File: src/rtl/sync_fifo_param.sv
// sync_fifo_param: single-clock parametrised FIFO with occupancy and almost flags.
// Define SYNC_FIFO_ERR_FLAGS_EN to add sticky OVERFLOW/UNDERFLOW with CLR_ERR.
module sync_fifo_param #(
    parameter int DATA_WIDTH = 8,
    parameter int ADDR_WIDTH = 3,
    parameter int AF_MARGIN  = 1,
    parameter int AE_MARGIN  = 1,
    parameter int SHOW_AHEAD = 1
) (
    input  logic                  CLK,
    input  logic                  RST,
`ifdef SYNC_FIFO_ERR_FLAGS_EN
    input  logic                  CLR_ERR,
    output logic                  OVERFLOW,
    output logic                  UNDERFLOW,
`endif
    input  logic                  W_INC,
    input  logic [DATA_WIDTH-1:0] WR_DATA,
    input  logic                  R_INC,
    output logic [DATA_WIDTH-1:0] RD_DATA,
    output logic                  FULL,
    output logic                  EMPTY,
    output logic                  ALMOST_FULL,
    output logic                  ALMOST_EMPTY,
    output logic [ADDR_WIDTH:0]   COUNT
);

    localparam int DEPTH    = 1 << ADDR_WIDTH;
    localparam int AF_LEVEL = DEPTH - AF_MARGIN;

    logic [DATA_WIDTH-1:0] mem [DEPTH];
    logic [ADDR_WIDTH:0]   wr_ptr;
    logic [ADDR_WIDTH:0]   rd_ptr;
    logic [ADDR_WIDTH:0]   count;
    logic [ADDR_WIDTH-1:0] wr_addr;
    logic [ADDR_WIDTH-1:0] rd_addr;
    logic                  full;
    logic                  empty;
    logic                  wr_acc;
    logic                  rd_acc;
    logic [DATA_WIDTH-1:0] rd_q;

    assign wr_addr = wr_ptr[ADDR_WIDTH-1:0];
    assign rd_addr = rd_ptr[ADDR_WIDTH-1:0];

    // Pointer MSB tells a full lap from an empty one at equal addresses.
    assign empty = (wr_ptr == rd_ptr);
    assign full  = (wr_ptr[ADDR_WIDTH] != rd_ptr[ADDR_WIDTH]) &&
                   (wr_addr == rd_addr);

    assign wr_acc = W_INC & ~full;
    assign rd_acc = R_INC & ~empty;

    always_ff @(posedge CLK) begin
        if (!RST) begin
            wr_ptr <= '0;
            rd_ptr <= '0;
            count  <= '0;
        end else begin
            if (wr_acc) wr_ptr <= wr_ptr + 1'b1;
            if (rd_acc) rd_ptr <= rd_ptr + 1'b1;
            unique case ({wr_acc, rd_acc})
                2'b10:   count <= count + 1'b1;
                2'b01:   count <= count - 1'b1;
                default: count <= count;
            endcase
        end
    end

    always_ff @(posedge CLK) begin
        if (RST && wr_acc) mem[wr_addr] <= WR_DATA;
    end

    generate
        if (SHOW_AHEAD != 0) begin : g_show_ahead
            // Remember the head so the bus holds its value once drained.
            always_ff @(posedge CLK) begin
                if (!RST)       rd_q <= '0;
                else if (!empty) rd_q <= mem[rd_addr];
            end
            assign RD_DATA = empty ? rd_q : mem[rd_addr];
        end else begin : g_registered
            always_ff @(posedge CLK) begin
                if (!RST)        rd_q <= '0;
                else if (rd_acc) rd_q <= mem[rd_addr];
            end
            assign RD_DATA = rd_q;
        end
    endgenerate

    assign FULL         = full;
    assign EMPTY        = empty;
    assign COUNT        = count;
    assign ALMOST_FULL  = (int'(count) >= AF_LEVEL);
    assign ALMOST_EMPTY = (int'(count) <= AE_MARGIN);

`ifdef SYNC_FIFO_ERR_FLAGS_EN
    logic ovf_q;
    logic unf_q;

    always_ff @(posedge CLK) begin
        if (!RST) begin
            ovf_q <= 1'b0;
            unf_q <= 1'b0;
        end else begin
            if (W_INC && full)   ovf_q <= 1'b1;
            else if (CLR_ERR)    ovf_q <= 1'b0;
            if (R_INC && empty)  unf_q <= 1'b1;
            else if (CLR_ERR)    unf_q <= 1'b0;
        end
    end

    assign OVERFLOW  = ovf_q;
    assign UNDERFLOW = unf_q;
`endif

endmodule

File: config.mk
export PLATFORM = sky130hd
export DESIGN_NAME = sync_fifo_param
export DESIGN_NICKNAME = d
export VERILOG_FILES = /design/src/rtl/sync_fifo_param.sv
export SDC_FILE = /design/constraint.sdc
export NUM_CORES = 1
export LEC_CHECK = 0
export ABC_AREA = 1
export CORE_UTILIZATION = 62
export CTS_CLUSTER_SIZE = 12
export DETAILED_ROUTE_END_ITERATION = 8
export GPL_TIMING_DRIVEN = 0
export PLACE_DENSITY = 0.92
export SETUP_SLACK_MARGIN = 0.02
export SYNTH_ARGS = -nofsm -noshare
export SYNTH_HDL_FRONTEND = slang
export SYNTH_SLANG_ARGS = --single-unit
File: constraint.sdc
create_clock -name CLK -period 3.95 [get_ports CLK]
set_clock_uncertainty 0.2 [all_clocks]
set_input_delay 0.79 -clock CLK [delete_from_list [all_inputs] [get_ports CLK]]
set_output_delay 0.79 -clock CLK [all_outputs]
set_load 0.005 [all_outputs]
==> PnR_summary.wiki, run 1 <==
{| class="wikitable"
! Metric !! Value
|-
| Antenna Violating Nets Remaining || 0
|-
| Flip-flop and latch count after synthesis || between 80 and 90
|-
| Detailed placement HPWL || ~5.3 mm
|-
| Internal Pwr Total || roughly 1.7 mW
|-
| Post-Syn Area per Cell || 9.80 um^2
|-
| Die boundary width || roughly 80 um
|-
| # resized after CTS || 0
|-
| Number of global-route vias before repair || between 2,000 and 3,000
|-
| Core area || between 5000 and 6000 um^2
|-
| Time the final worst path needs with I/O delays and setup || approximately 3.1 ns
|-
| Antenna violations before repair || 0
|-
| Leading cell types in the layout, fill and taps excluded || 118 x sky130_fd_sc_hd__nand2_1, 64 x sky130_fd_sc_hd__edfxtp_1, 39 x sky130_fd_sc_hd__nor2_1
|-
| Total of hold buffers inserted after clock tree synthesis || 0
|-
| End of the critical path || RD_DATA[4]
|-
| CTS sink cnt || just under 90
|-
| Switching share of power || 0.257
|-
| Drt via density || between 5 and 6
|-
| Hold/Removal Path Class || reg2reg
|-
| End of the worst register-to-register path || mem[6][6]$_DFFE_PP_
|-
| Post-layout worst setup margin || a little over 0.8 ns
|-
| Clock buffer count from CTS || 9
|-
| Leakage power figure || about 1.8 nW
|-
| Port Buffer Count || 27
|-
| Slew of the pin with the lowest slew margin || just over 0.8 ns
|-
| Count of antenna diodes in the layout || 0
|-
| Pre-CTS setup slack || around 0.96 ns
|-
| Gate family responsible for the most delay along the worst path || buffers and inverters
|-
| Synth-to-Final Area Change || 16.1%
|-
| Proportion of power drawn by combinational gates || 0.192
|-
| Kind of critical path || reg2out
|-
| Most common library cell in the layout ignoring fill and taps || sky130_fd_sc_hd__nand2_1
|-
| Count of distinct cell types in the synthesized netlist || 28
|-
| Final standard cell utilization of the core || 0.754
|-
| Setup-failing EPs final || 0
|-
| First-pass GRT wire length || between 10 and 15 mm
|-
| H-tree level count || 3
|-
| # DRC || 0
|-
| Post-synth design cell area || about 3900 um^2
|-
| # Post-CTS Setup Buffers || 0
|-
| Cell depth of the worst flop-to-flop path || 8
|-
| CP Data Required Time || approximately 3 ns
|-
| Switching power total || between 0.5 and 0.6 mW
|-
| Sum of overflow across all layers after global routing || 0
|-
| Hold Vio Cnt, Final || 0
|-
| Worst-path fanout max || 10
|-
| Largest net degree at the start of global routing || 15
|-
| Starting Density || 0.650
|-
| Clock latency at the later pin of the worst-skew pair || approximately 0.36 ns
|-
| Buffer depth of the longest clock path || 2
|-
| Total I/O pin count || 28
|-
| Top area cells in the synthesized netlist || sky130_fd_sc_hd__edfxtp_1 50%, sky130_fd_sc_hd__dfxtp_1 12%, sky130_fd_sc_hd__nand2_1 11%
|-
| Startpoint of the worst-slack reg-to-reg timing path || wr_ptr[1]$_SDFFE_PN0P_
|-
| Clock tree from TritonCTS || yes
|-
| Total die area || between 6000 and 7000 um^2
|-
| Tcrit/Tclk final || 0.792
|-
| Cells along the critical path || buf_2 > buf_2 > nor2_1 > nor2_1 > o21ai_0 > nand3_1 > nand3_2 > nand2_1 > clkdlybuf4s50_1
|-
| Area share of the leading cell type in the synthesized netlist || 0.497
|-
| Critical-path cell with the highest stage delay || sky130_fd_sc_hd__clkdlybuf4s50_1
|-
| Fillers || between 300 and 400
|-
| Syn_nets || between 400 and 500
|-
| Design Area, Final || ~4500 um^2
|-
| Worst VDD drop || between 300 and 400 uV
|-
| Vias after detailed routing || roughly 2,900
|-
| Fraction of final layout cells sized beyond drive strength 1 || 0.126
|-
| Run status || finished clean
|-
| Sequential fraction of the synthesis area || 0.616
|-
| Fin. max-slew vios || 0
|-
| First-pass detailed-route iteration total || 5
|-
| Count of warnings emitted by yosys || 0
|-
| Global routing usage summed across all routing layers || 0.269
|-
| Routed Wire Length || ~7.8 mm
|-
| Max-cap check violation count || 0
|-
| Synthesized netlist cell count || between 300 and 400
|-
| FMAX || roughly 320 MHz
|-
| Count of cell instances traversed by the critical path || 9
|-
| DR WL/cell || 15.2 um
|-
| Placed cell area || 4230 um^2
|-
| Setup tns final || 0 ns
|-
| Share of power burned in the clock network || 0.350
|-
| Clock Tree Root || sky130_fd_sc_hd__clkbuf_8
|-
| Library cell occupying the most area in the post-synthesis netlist || sky130_fd_sc_hd__edfxtp_1
|-
| Arrival time at the worst endpoint || 2.14 ns
|-
| Max-slew headroom || 0.448
|-
| Weighted congestion at the end of routability-driven global placement || 0.836
|-
| Worst setup SP type || register
|-
| Crit path largest cell delay || around 0.49 ns
|-
| Power Dens Cells || between 500 and 600 nW/um^2
|-
| Total number of placement rows || 28
|-
| RSZ-0062 raised after global routing || false
|-
| 1st-iter DRT viols || around 270
|-
| Total Nets Final || around 450
|-
| Register-to-register setup slack || approximately 1.6 ns
|-
| Kind of capture point of the worst setup path || output pin
|-
| Buffers and inverters on the worst path || 3
|-
| Die outline height || roughly 80 um
|-
| CTS clk-pin slew, worst paths || about 0.09 ns
|-
| Sequential share of power || 0.458
|}
[layout make-up]
type                            count  area, um^2  area share
Multi-Input combinational cell    255        1250       0.279
Timing Repair Buffer               27         270      0.0602
Clock inverter                      6         134      0.0298
Buffer                             16        97.6      0.0217
Clock buffer                        9         124      0.0276
Sequential cell                    87        2380       0.530
Tap cell                           75        93.8      0.0209
Inverter                           37         139      0.0309
[state kept, by name (all words and copies together) (netlist names), named ones only]
| name | count |
|---|---|
| mem | 64 |
| COUNT | 4 |
| rd_ptr | 4 |
| rd_q | 8 |
| wr_ptr | 4 |
[worst register-to-register path, delay by kind of cell, from the launching register on]
kind,cells,cell delay [ns]
buffers and inverters,2,0.21
DFF,1,0.48
and+or+nand+nor,6,1.11
[how the worst min path moves through the flow]
stage / slack [ns] / from / end / cells past startpoint
finish: 0.28 / rd_q[1]$_SDFF_PN0_ / rd_q[1]$_SDFF_PN0_ / 2
global route: 0.31 / rd_ptr[3]$_SDFFE_PN0P_ / rd_ptr[3]$_SDFFE_PN0P_ / 2
CTS: 0.29 / rd_q[1]$_SDFF_PN0_ / rd_q[1]$_SDFF_PN0_ / 2
detailed placement: 0.27 / rd_q[1]$_SDFF_PN0_ / rd_q[1]$_SDFF_PN0_ / 2
global placement: 0.27 / wr_ptr[3]$_SDFFE_PN0P_ / wr_ptr[3]$_SDFFE_PN0P_ / 2
floorplan: 0.25 / rd_ptr[3]$_SDFFE_PN0P_ / rd_ptr[3]$_SDFFE_PN0P_ / 2
[power groups by stage]
stage / combinational, mW / sequential (mW) / clock [mW]
detailed placement: 0.427 / 1.06 / 0
global route: 0.487 / 1.04 / 0.835
CTS: 0.435 / 1.04 / 0.799
finish: 0.436 / 1.04 / 0.796
floorplan: 0.263 / 1.06 / 0
global placement: 0.411 / 1.06 / 0
[per-layer routing]
metal,GRT usage,part of all wire
met3,0.0427,0.083
met2,0.416,0.48
met5,0,0
met1,0.371,0.41
met4,0.130,0.023
[cells by family after synthesis]
family	synth area share
AOI/OAI and AO/OA	0.0479
xor gates and xnor gates	0.0158
adders and majority gates	0.0194
buffers and inverters	0.0611
DFF	0.616
and+or+nand+nor	0.240
[per-stage QoR]
step	power, mW	cells	hold slack (ns)
after floorplan	1.32	395	0.253
after global placement	1.47	497	0.270
after detailed placement	1.49	497	0.272
after CTS	2.27	512	0.286
after global routing	2.37	512	0.306
final	2.27	512	0.284
[synth_stat cells (all sizes together)]
master	number
nand2	122
nor2	40
nor3	1
ha	6
edfxtp	64
inv	37
nand4	2
clkbuf	3
nand3	42
a21oi	17
xor2	6
and2	2
xnor2	1
dfxtp	23
buf	13
o21ai	14
nand3b	2
Note: power is estimated with default switching activity, not from simulation.
==> inputs of run 2 (changes only) <==
Settings changed: CORE_UTILIZATION 62 to 58, PLACE_DENSITY 0.92 to 0.87.
Clock period 3.95 ns to 2.9 ns, I/O delays scaled along.
==> PnR_summary.wiki, run 2 (synthesis results as in run 1) <==
{| class="wikitable"
! Metric !! Value
|-
| Number of global-route vias before repair || 2,709
|-
| Buffer depth of the longest clock path || 2
|-
| Starting Density || 0.606
|-
| DR WL/cell || approximately 16 um
|-
| CTS clk-pin slew, worst paths || roughly 0.08 ns
|-
| Die boundary width || roughly 84 um
|-
| Leakage power figure || between 1.5 and 2 nW
|-
| Sum of overflow across all layers after global routing || 0
|-
| 1st-iter DRT viols || around 360
|-
| Hold Vio Cnt, Final || 0
|-
| Fraction of final layout cells sized beyond drive strength 1 || 0.161
|-
| Tcrit/Tclk final || 0.981
|-
| Vias after detailed routing || 2,888
|-
| Kind of critical path || reg2out
|-
| Proportion of power drawn by combinational gates || 0.223
|-
| CTS sink cnt || slightly below 90
|-
| Global routing usage summed across all routing layers || 0.250
|-
| Clock Tree Root || sky130_fd_sc_hd__clkbuf_8
|-
| Port Buffer Count || 27
|-
| # DRC || 0
|-
| Internal Pwr Total || about 2.2 mW
|-
| First-pass detailed-route iteration total || 5
|-
| Total die area || 7000 um^2
|-
| Pre-CTS setup slack || 0.0115 ns
|-
| Run status || finished clean
|-
| Total Nets Final || between 400 and 500
|-
| Arrival time at the worst endpoint || just over 2 ns
|-
| Total I/O pin count || 28
|-
| Max-slew headroom || 0.417
|-
| Detailed placement HPWL || 5.45 mm
|-
| Total number of placement rows || 29
|-
| RSZ-0062 raised after global routing || true
|-
| Core area || about 6400 um^2
|-
| Largest registers ranked by flip-flop count || mem: 64 flops, rd_q: 8 flops
|-
| Worst setup SP type || register
|-
| Kind of capture point of the worst setup path || output pin
|-
| Worst VDD drop || 395 uV
|-
| Final standard cell utilization of the core || 0.722
|-
| Leading cell types in the layout, fill and taps excluded || 116 x sky130_fd_sc_hd__nand2_1, 64 x sky130_fd_sc_hd__edfxtp_1, 39 x sky130_fd_sc_hd__nor2_1
|-
| Clock buffer count from CTS || 9
|-
| Setup-failing EPs final || 0
|-
| Most common library cell in the layout ignoring fill and taps || sky130_fd_sc_hd__nand2_1
|-
| Count of antenna diodes in the layout || 0
|-
| Fin. max-slew vios || 0
|-
| Power Dens Cells || around 650 nW/um^2
|-
| First-pass GRT wire length || 13.3 mm
|-
| Largest net degree at the start of global routing || 15
|-
| CP Data Required Time || roughly 2.1 ns
|-
| Largest register FFs || 64
|-
| Antenna violations before repair || 0
|-
| Synth-to-Final Area Change || 19.2%
|-
| Clock latency at the later pin of the worst-skew pair || 0.36 ns
|-
| Max-cap check violation count || 0
|-
| Routed Wire Length || 8.41 mm
|-
| Switching share of power || 0.275
|-
| Die outline height || 83.7 um
|-
| Weighted congestion at the end of routability-driven global placement || roughly 0.84
|-
| H-tree level count || 3
|-
| Switching power total || between 0.8 and 0.9 mW
|-
| Post-layout worst setup margin || about 0.054 ns
|-
| Sequential share of power || 0.475
|-
| Drt via density || roughly 5.6
|-
| Hold/Removal Path Class || reg2reg
|-
| Total design power || between 2 and 3 mW
|-
| Time the final worst path needs with I/O delays and setup || between 2 and 3 ns
|-
| Biggest register || mem
|-
| Clock tree from TritonCTS || yes
|-
| Slew of the pin with the lowest slew margin || roughly 0.87 ns
|-
| Share of power burned in the clock network || 0.302
|-
| Worst-path fanout max || 6
|-
| FMAX || about 350 MHz
|-
| Antenna Violating Nets Remaining || 0
|}
-- run 2: changes by cell type in the layout (fill, tap and decap cells not counted), moves of 3 or more --
| cell | delta |
|---|---|
| sky130_fd_sc_hd__buf_2 | -6 |
| sky130_fd_sc_hd__buf_6 | +4 |
| sky130_fd_sc_hd__dfxtp_1 | -4 |
| sky130_fd_sc_hd__buf_8 | +3 |
| sky130_fd_sc_hd__clkinv_2 | +3 |
| sky130_fd_sc_hd__dfxtp_4 | +3 |
| sky130_fd_sc_hd__nand3_1 | -3 |
| sky130_fd_sc_hd__nand3_2 | +3 |
-- run 2: cell type report --
type / instances / area [um^2]
Buffer: 14 / 143
Clock inverter: 7 / 87.6
Fill cell: 400 / 1770
Timing Repair inverter: 1 / 5.00
Tap cell: 77 / 96.3
Inverter: 37 / 146
Multi-Input combinational cell: 255 / 1290
Timing Repair Buffer: 31 / 323
Sequential cell: 87 / 2390
Clock buffer: 9 / 124
-- run 2: repair_timing --
item	4_1_cts	5_1_grt
hold buffers	0	0
setup buffers	0	3
gates resized for setup	7	32
endpoints found under the setup margin	8	8
pin swaps	0	2
endpoints found under the hold margin	0	0
cloned	0	2
-- run 2: per-layer routing --
metal	GRT usage	vias up	wire, um
met5	0	-	0
met4	0.0924	0	212
met3	0.0465	25	653
met2	0.412	144	4070
met1	0.332	1344	3470
li1	-	1375	-
-- run 2: final timing paths --
path                          start                    end  slack, ns  cells after the start
max          rd_ptr[2]$_SDFFE_PN0P_             RD_DATA[1]       0.05                      8
min              rd_q[1]$_SDFF_PN0_     rd_q[1]$_SDFF_PN0_       0.29                      2
max reg2reg  rd_ptr[3]$_SDFFE_PN0P_  COUNT[3]$_SDFFE_PN0P_       0.33                     14
min reg2reg      rd_q[1]$_SDFF_PN0_     rd_q[1]$_SDFF_PN0_       0.29                      2
-- run 2: power by group through the flow --
stage | sequential, mW | combinational (mW) | clock (mW)
floorplan | 1.44 | 0.359 | 0
global placement | 1.44 | 0.563 | 0
detailed placement | 1.44 | 0.589 | 0
CTS | 1.42 | 0.602 | 0.913
global route | 1.43 | 0.731 | 0.964
finish | 1.42 | 0.667 | 0.906
-- run 2: critical path, cell delays in order, from the launching register on --
cell	delay, ns
sky130_fd_sc_hd__dfxtp_1	0.31
sky130_fd_sc_hd__clkbuf_4	0.17
sky130_fd_sc_hd__xor2_2	0.21
sky130_fd_sc_hd__nor2_4	0.08
sky130_fd_sc_hd__nand2_8	0.11
sky130_fd_sc_hd__clkbuf_16	0.16
sky130_fd_sc_hd__nand3_2	0.10
sky130_fd_sc_hd__nand2_1	0.07
sky130_fd_sc_hd__clkdlybuf4s50_1	0.49
-- run 2: metrics by stage --
stage / setup TNS, ns / hold slack (ns) / std cells / instance area [um^2]
2_1_floorplan: 0 / 0.253 / 395 / 3870
3_3_place_gp: 0 / 0.267 / 499 / 4240
3_5_place_dp: 0 / 0.273 / 499 / 4240
4_1_cts: 0 / 0.286 / 515 / 4460
5_1_grt: -0.0674 / 0.313 / 518 / 4610
6_report: 0 / 0.287 / 518 / 4610
